===== config.mk =====
export PLATFORM = sky130hd
export DESIGN_NAME = uart_rx_ctrl
export DESIGN_NICKNAME = d
export VERILOG_FILES = /design/src/rtl/uart_rx_ctrl.sv
export SDC_FILE = /design/constraint.sdc
export NUM_CORES = 1
export LEC_CHECK = 0
export ABC_AREA = 1
export CAP_MARGIN = 20
export CORE_MARGIN = 2
export CORE_UTILIZATION = 55
export CTS_CLUSTER_DIAMETER = 30
export CTS_CLUSTER_SIZE = 8
export DETAILED_ROUTE_END_ITERATION = 6
export PLACE_DENSITY = 0.8
export SYNTH_ARGS = -nofsm -noshare
export SYNTH_HDL_FRONTEND = slang
export SYNTH_SLANG_ARGS = --single-unit

===== constraint.sdc =====
create_clock -name clk -period 3.9 [get_ports clk]
set_input_delay 0.39 -clock clk [delete_from_list [all_inputs] [get_ports clk]]
set_output_delay 0.39 -clock clk [all_outputs]
set_load 0.01 [all_outputs]

===== src/rtl/uart_rx_ctrl.sv =====
// uart_rx_ctrl: start detect, mid-bit baud timing and shift sequencing for a 12-bit UART RX datapath.
// Short formats are padded with forced-1 shifts so every frame lands in the same register layout.
module uart_rx_ctrl #(
    parameter int CLKS_PER_BIT = 868,
    parameter int HALF_BIT     = CLKS_PER_BIT / 2,
    parameter int CNT_W        = $clog2(CLKS_PER_BIT)
) (
    input  logic clk,
    input  logic reset,
    input  logic en,
    input  logic par_en,
    input  logic par_odd,
    input  logic two_stop,
    input  logic rx_in,
    input  logic valid_in,
    input  logic parity_ok,
    input  logic stop_ok,
    output logic rx_sel,
    output logic rx_sr_en,
    output logic parity_sel,
    output logic stop_sel,
    output logic busy,
    output logic rx_done,
    output logic parity_err,
    output logic frame_err
);
    typedef enum logic [2:0] {IDLE, START, DATA, PAR, STOP1, STOP2, CHECK} state_t;
    state_t state, state_nx;
    logic [CNT_W-1:0] cnt;
    logic [2:0] bit_idx;
    logic cfg_par, start, full, half;
    assign start = (state == IDLE) && en && valid_in;
    assign full  = cnt == CNT_W'(CLKS_PER_BIT - 1);
    assign half  = cnt == CNT_W'(HALF_BIT - 1);
    assign busy  = state != IDLE;
    always_comb begin
        state_nx = state;
        rx_sel   = 1'b1;
        rx_sr_en = 1'b0;
        rx_done  = 1'b0;
        case (state)
            IDLE:  state_nx = start ? START : IDLE;
            START: if (half) begin
                rx_sr_en = !rx_in;
                state_nx = rx_in ? IDLE : DATA;
            end
            DATA:  if (full) begin
                rx_sr_en = 1'b1;
                state_nx = (bit_idx == 3'd7) ? PAR : DATA;
            end
            PAR:   if (!cfg_par || full) begin
                rx_sel   = cfg_par;
                rx_sr_en = 1'b1;
                state_nx = STOP1;
            end
            STOP1: if (full) begin
                rx_sr_en = 1'b1;
                state_nx = STOP2;
            end
            STOP2: if (!stop_sel || full) begin
                rx_sel   = stop_sel;
                rx_sr_en = 1'b1;
                state_nx = CHECK;
            end
            CHECK: begin
                rx_done  = 1'b1;
                state_nx = IDLE;
            end
            default: state_nx = IDLE;
        endcase
    end
    // pad shifts leave cnt running so the next line sample stays one bit time after the last one
    always_ff @(posedge clk or posedge reset) begin
        if (reset) begin
            state      <= IDLE;
            cnt        <= '0;
            bit_idx    <= '0;
            cfg_par    <= 1'b0;
            parity_sel <= 1'b0;
            stop_sel   <= 1'b0;
            parity_err <= 1'b0;
            frame_err  <= 1'b0;
        end else begin
            state   <= state_nx;
            cnt     <= (state == IDLE || (rx_sr_en && rx_sel)) ? '0 : cnt + 1'b1;
            bit_idx <= (state == START) ? 3'd0 : (state == DATA && rx_sr_en) ? bit_idx + 3'd1 : bit_idx;
            if (start) begin
                cfg_par    <= par_en;
                parity_sel <= par_odd;
                stop_sel   <= two_stop;
                parity_err <= 1'b0;
                frame_err  <= 1'b0;
            end
            if (state == CHECK) begin
                parity_err <= cfg_par & ~parity_ok;
                frame_err  <= ~stop_ok;
            end
        end
    end
endmodule


**Word-level counts from Yosys, hierarchy flattened**

Index checks and enable logic that the tools add are counted.

- Add/subtract/negate cells: 2
- Equality and inequality tests: 14
- Mux-type cells: 24
- Bitwise gates (word level): 3
- Reduce and logical (&&, ||, !) cells: 16

Operators by type and width:

| operator | number |
|---|---|
| $mux 3 | 7 |
| $pmux 3 s6 | 1 |
| $eq 3x3->1 const B | 4 |
| $mux 1 | 12 |
| $add 10x1->10 const B | 1 |
| $eq 10x10->1 const B | 1 |
| $eq 10x9->1 const B | 1 |
| $mux 10 | 1 |
| $ne 2x2->1 const B | 5 |
| $eq 3x2->1 const B | 2 |
| $reduce_and 5->1 | 1 |
| $logic_and 1x1->1 | 4 |
| $pmux 1 s4 | 1 |
| $reduce_bool 2->1 | 2 |
| $add 3x1->3 const B | 1 |
| $eq 3x1->1 const B | 1 |
| $logic_not 1->1 | 3 |
| $logic_not 3->1 | 1 |
| $logic_or 1x1->1 | 3 |
| $reduce_bool 3->1 | 1 |
| $mux 2 | 1 |
| $not 1->1 | 2 |
| $pmux 1 s2 | 1 |
| $reduce_or 2->1 | 1 |
| $and 1x1->1 | 1 |

- Flip-flop bits (word level): 21
- Output and inout bits: 8
- Logic and storage cells: 67

**Logic depth before layout (Yosys ltp)**

- Depth in word-level cells: 7
- Mapped depth: 11

**Least setup slack after synthesis**

OpenSTA, ideal clock, no wires.

- Kind: register to output
- Start point: register cnt[0]
- End point: output rx_sr_en
- Arrival time: 1.076 ns
- Data required time: 3.510 ns
- Path slack: 2.434 ns
- Cell stages (with the launch flop): 8
- Path buffers: 0
- Cell sequence: dfrtp_1 -> ha_1 -> inv_1 -> nor2_1 -> nand4_1 -> nand2_1 -> nand2_2 -> nand2_4

- Cells in the longest elaborated chain, start to end: 4
- Elaborated cells on any way between the ends: 9
- Classes of those cells: 2 x eq/ne; 5 x mux; 2 x reduce/logical

Ends and longest elaborated chain:

| element | line | RTL |
|---|---|---|
| start, declared | 29 | `logic [CNT_W-1:0] cnt;` |
| start signal, assigned | 85 | `cnt <= (state == IDLE \|\| (rx_sr_en && rx_sel)) ? '0 : cnt + 1'b1;` |
| $eq 10x10->1 | 33 | `assign full = cnt == CNT_W'(CLKS_PER_BIT - 1);` |
| $logic_or 1x1->1 (on tied branches) | 60, 51 |  |
| $mux 1 (on tied branches) | 60, 51 |  |
| $pmux 1 s4 * | 41 | `case (state)` |
| end, declared | 19 | `output logic rx_sr_en,` |

Every way passes the cells marked *; elsewhere a longest branch is shown, timed or not.

**Worst setup path in the final report**

Same ends and word-level chain as after synthesis.

==> flow_summary.ini <==
[final_layout]
fillers = 190
finalNonFillerCells = 193
drive_gt1_share_pct = 19.4
fin_nets = 180
area.sequential_um2 = 526
multiInputGateArea_um2 = 644
diodes = 0
syn2layout_area_growth_pct = 17.9

[drt]
vias = 1033
drtAntennaViolNets = 0
viasPerCell = 5.35
drt-total-wl_um = 2320
drc = 0
dr.pass1.iters = 4
routedWlPerCell_um = 12.0
drtIter0Drc = 29

[synth]
synth_cell_types = 28
yosysWarnings = 0
avgSynthCellArea_um2 = 8.61
synthTopCellsByArea = dfrtp_1, nand2_1, nor2_2, nand3_1, inv_1
yosysTopAreaCell = dfrtp_1
synth-seq-cells = 21
syn_area_mm2 = 0.00125
synth_fp_nets = 159
syn_inst = 145
yosysSeqAreaShare_pct = 42.1
synth_top_area_share_pct = 42.1

[floorplanning]
die_y_um = 51.7
die_x_um = 51.7
die_area_mm2 = 0.00267
rows = 17
pin_count = 18
initial_utilization_pct = 57.6
core_area_mm2 = 0.00217

[global_route]
antenna_found_initial = 0
grt_busiest_layer = met2
grtUsageMet1_pct = 28.4
track_usage_pct = 21.0
grt_max_degree = 22
grt_pass1_wl_um = 4140
use_met3_pct = 4.02
grt_pass1_vias = 974
met2_usage_pct = 32.9
overflow = 0

[timing]
max_freq_mhz = 400
relSlewSlack_pct = 47.9
fin_worst_skew_ns = 0.00296
slew_viol_final = 0
rsz0062_at_grt = no
fin_setup_tns_ns = 0
finalHoldViolations = 0
setup_viol = 0
fin_crit_ns = 2.50
final.period_utilization_pct = 64.1
worstMarginPinSlew_ns = 0.781

[cts]
path_clk_slew_ns = 0.13
cts_tree = yes
cts_num_sinks = 21
cts_setup_buffers = 0
clockBufferDepth = 2
cts_resized = 0
cts_root_buf = clkbuf_4
htreeDepth = 1
cts_buffers = 3
clkLatencyLatePin_ns = 0.32
ctsHoldBuffers = 0

[power]
p_leak_nw = 0.704
powerDensity_mw_per_mm2 = 238
max-vdd-ir-drop_mv = 0.216

[setup_path]
cp.required_ns = 3.51
crit_chain = ha_1 > inv_1 > nor2_1 > nand4_1 > nand2_1 > nand2_2 > nand2_4 > clkdlybuf4s50_1
worstPathArrival_ns = 2.11
cp-end-kind = output port
crit_slowest_cell = clkdlybuf4s50_1
crit_path_start_kind = flop
slowest_delay_ns = 0.54
reg2reg_slack_ns = 2.32
cp_top_family = buffers and inverters
crit_fanout = 6
worstSetupPathType = flop to output port
path_buf_inv = 2

[outcome]
status = complete, no violations

[placed_design]
dp.cells = 189
dp.final_hpwl_um = 1760
place_congestion = 0.864
io_buffers = 17

[flow_run]
max_cap_viol_count = 0

[worst_hold_path]
hp-class = input pin to async pin
cell type report:
type,instances,share of cell area [%]
Inverter,18,4.59
Timing Repair Buffer,17,11.6
Clock inverter,1,0.510
Sequential cell,21,35.7
Multi-Input combinational cell,105,43.8
Clock buffer,3,1.53
Tap cell,28,2.38
sequential cells by signal (all words and copies together) (netlist names):
signal	cells
cfg_par	1
bit_idx	3
state	3
stop_sel	1
parity_err	1
cnt	10
frame_err	1
parity_sel	1
placed cells by master (no fill, tap or decap), types with 2 or more instances in the layout:
cell type / netlist / routed
a21oi_1: 3 / 3
clkbuf_4: 0 / 3
clkdlybuf4s50_1: 0 / 17
dfrtp_1: 21 / 21
ha_1: 4 / 4
inv_1: 15 / 15
inv_2: 3 / 3
mux2_2: 2 / 2
nand2_1: 26 / 26
nand2_2: 2 / 2
nand2_4: 3 / 3
nand3_1: 13 / 13
nand4_1: 9 / 9
nor2_1: 8 / 8
nor2_2: 11 / 11
nor2_4: 2 / 2
nor3_1: 2 / 2
o21ai_0: 8 / 8
o21ai_1: 2 / 2
logic make-up after synthesis:
family,count (synthesis),synth area share [%]
muxes,2,1.80
and+or+nand+nor,81,37.3
adders and majority gates,4,4.01
xor gates and xnor gates,2,1.40
buffers and inverters,19,6.31
DFF,21,42.1
AOI/OAI and AO/OA,16,7.11
power by group:
part | leakage [nW] | total (mW) | internal, mW | switching, mW
Combinational | 0.431 | 0.0174 | 0.0103 | 0.00704
Sequential | 0.259 | 0.219 | 0.219 | 0.000543
Clock | 0.0139 | 0.113 | 0.0392 | 0.0743
worst paths after layout:
| kind | from | end | cells after the start |
|---|---|---|---|
| max | cnt[0] | rx_sr_en | 8 |
| min | reset | cnt[2] | 2 |
| max reg2reg | cnt[0] | cnt[0] | 10 |
| min reg2reg | parity_sel | parity_sel | 1 |
| max in group asynchronous | reset | bit_idx[1] | 2 |
| min in group clk | parity_sel | parity_sel | 1 |
synth_stat cells:
cell type	count
nor4_1	1
nand4_2	1
buf_6	1
nor2_1	8
nor2_2	11
o21ai_0	8
o31ai_1	1
nand4_1	9
nand2_8	1
nand2_1	26
dfrtp_1	21
o21bai_1	1
nor2_8	1
a21oi_1	3
nand2_4	3
xnor2_1	1
inv_1	15
a31o_2	1
nor3_2	1
nor3_1	2
nand2_2	2
nor2_4	2
xor2_1	1
o21ai_1	2
mux2_2	2
ha_1	4
inv_2	3
nand3_1	13
per-layer routing:
metal | part of all wire [%] | wire [um] | vias up
met2 | 46 | 1070 | 26
li1 | - | - | 520
met1 | 48 | 1110 | 480
met5 | 0 | 0 | -
met3 | 3.7 | 87 | 7
met4 | 2.5 | 57 | 0
metrics by stage:
step | power [mW] | setup WS [ns] | hold slack (ns) | instance area (um^2) | utilization (%)
detailed placement | 0.241 | 1.75 | 0.499 | 1440 | 66.5
global route | 0.362 | 1.25 | 0.558 | 1470 | 67.9
floorplan | 0.228 | 2.43 | 0.367 | 1250 | -
CTS | 0.356 | 1.39 | 0.533 | 1470 | 67.9
global placement | 0.241 | 1.76 | 0.495 | 1440 | 66.5
finish | 0.350 | 1.40 | 0.495 | 1470 | 67.9
Note: power is estimated with default switching activity, not from simulation.
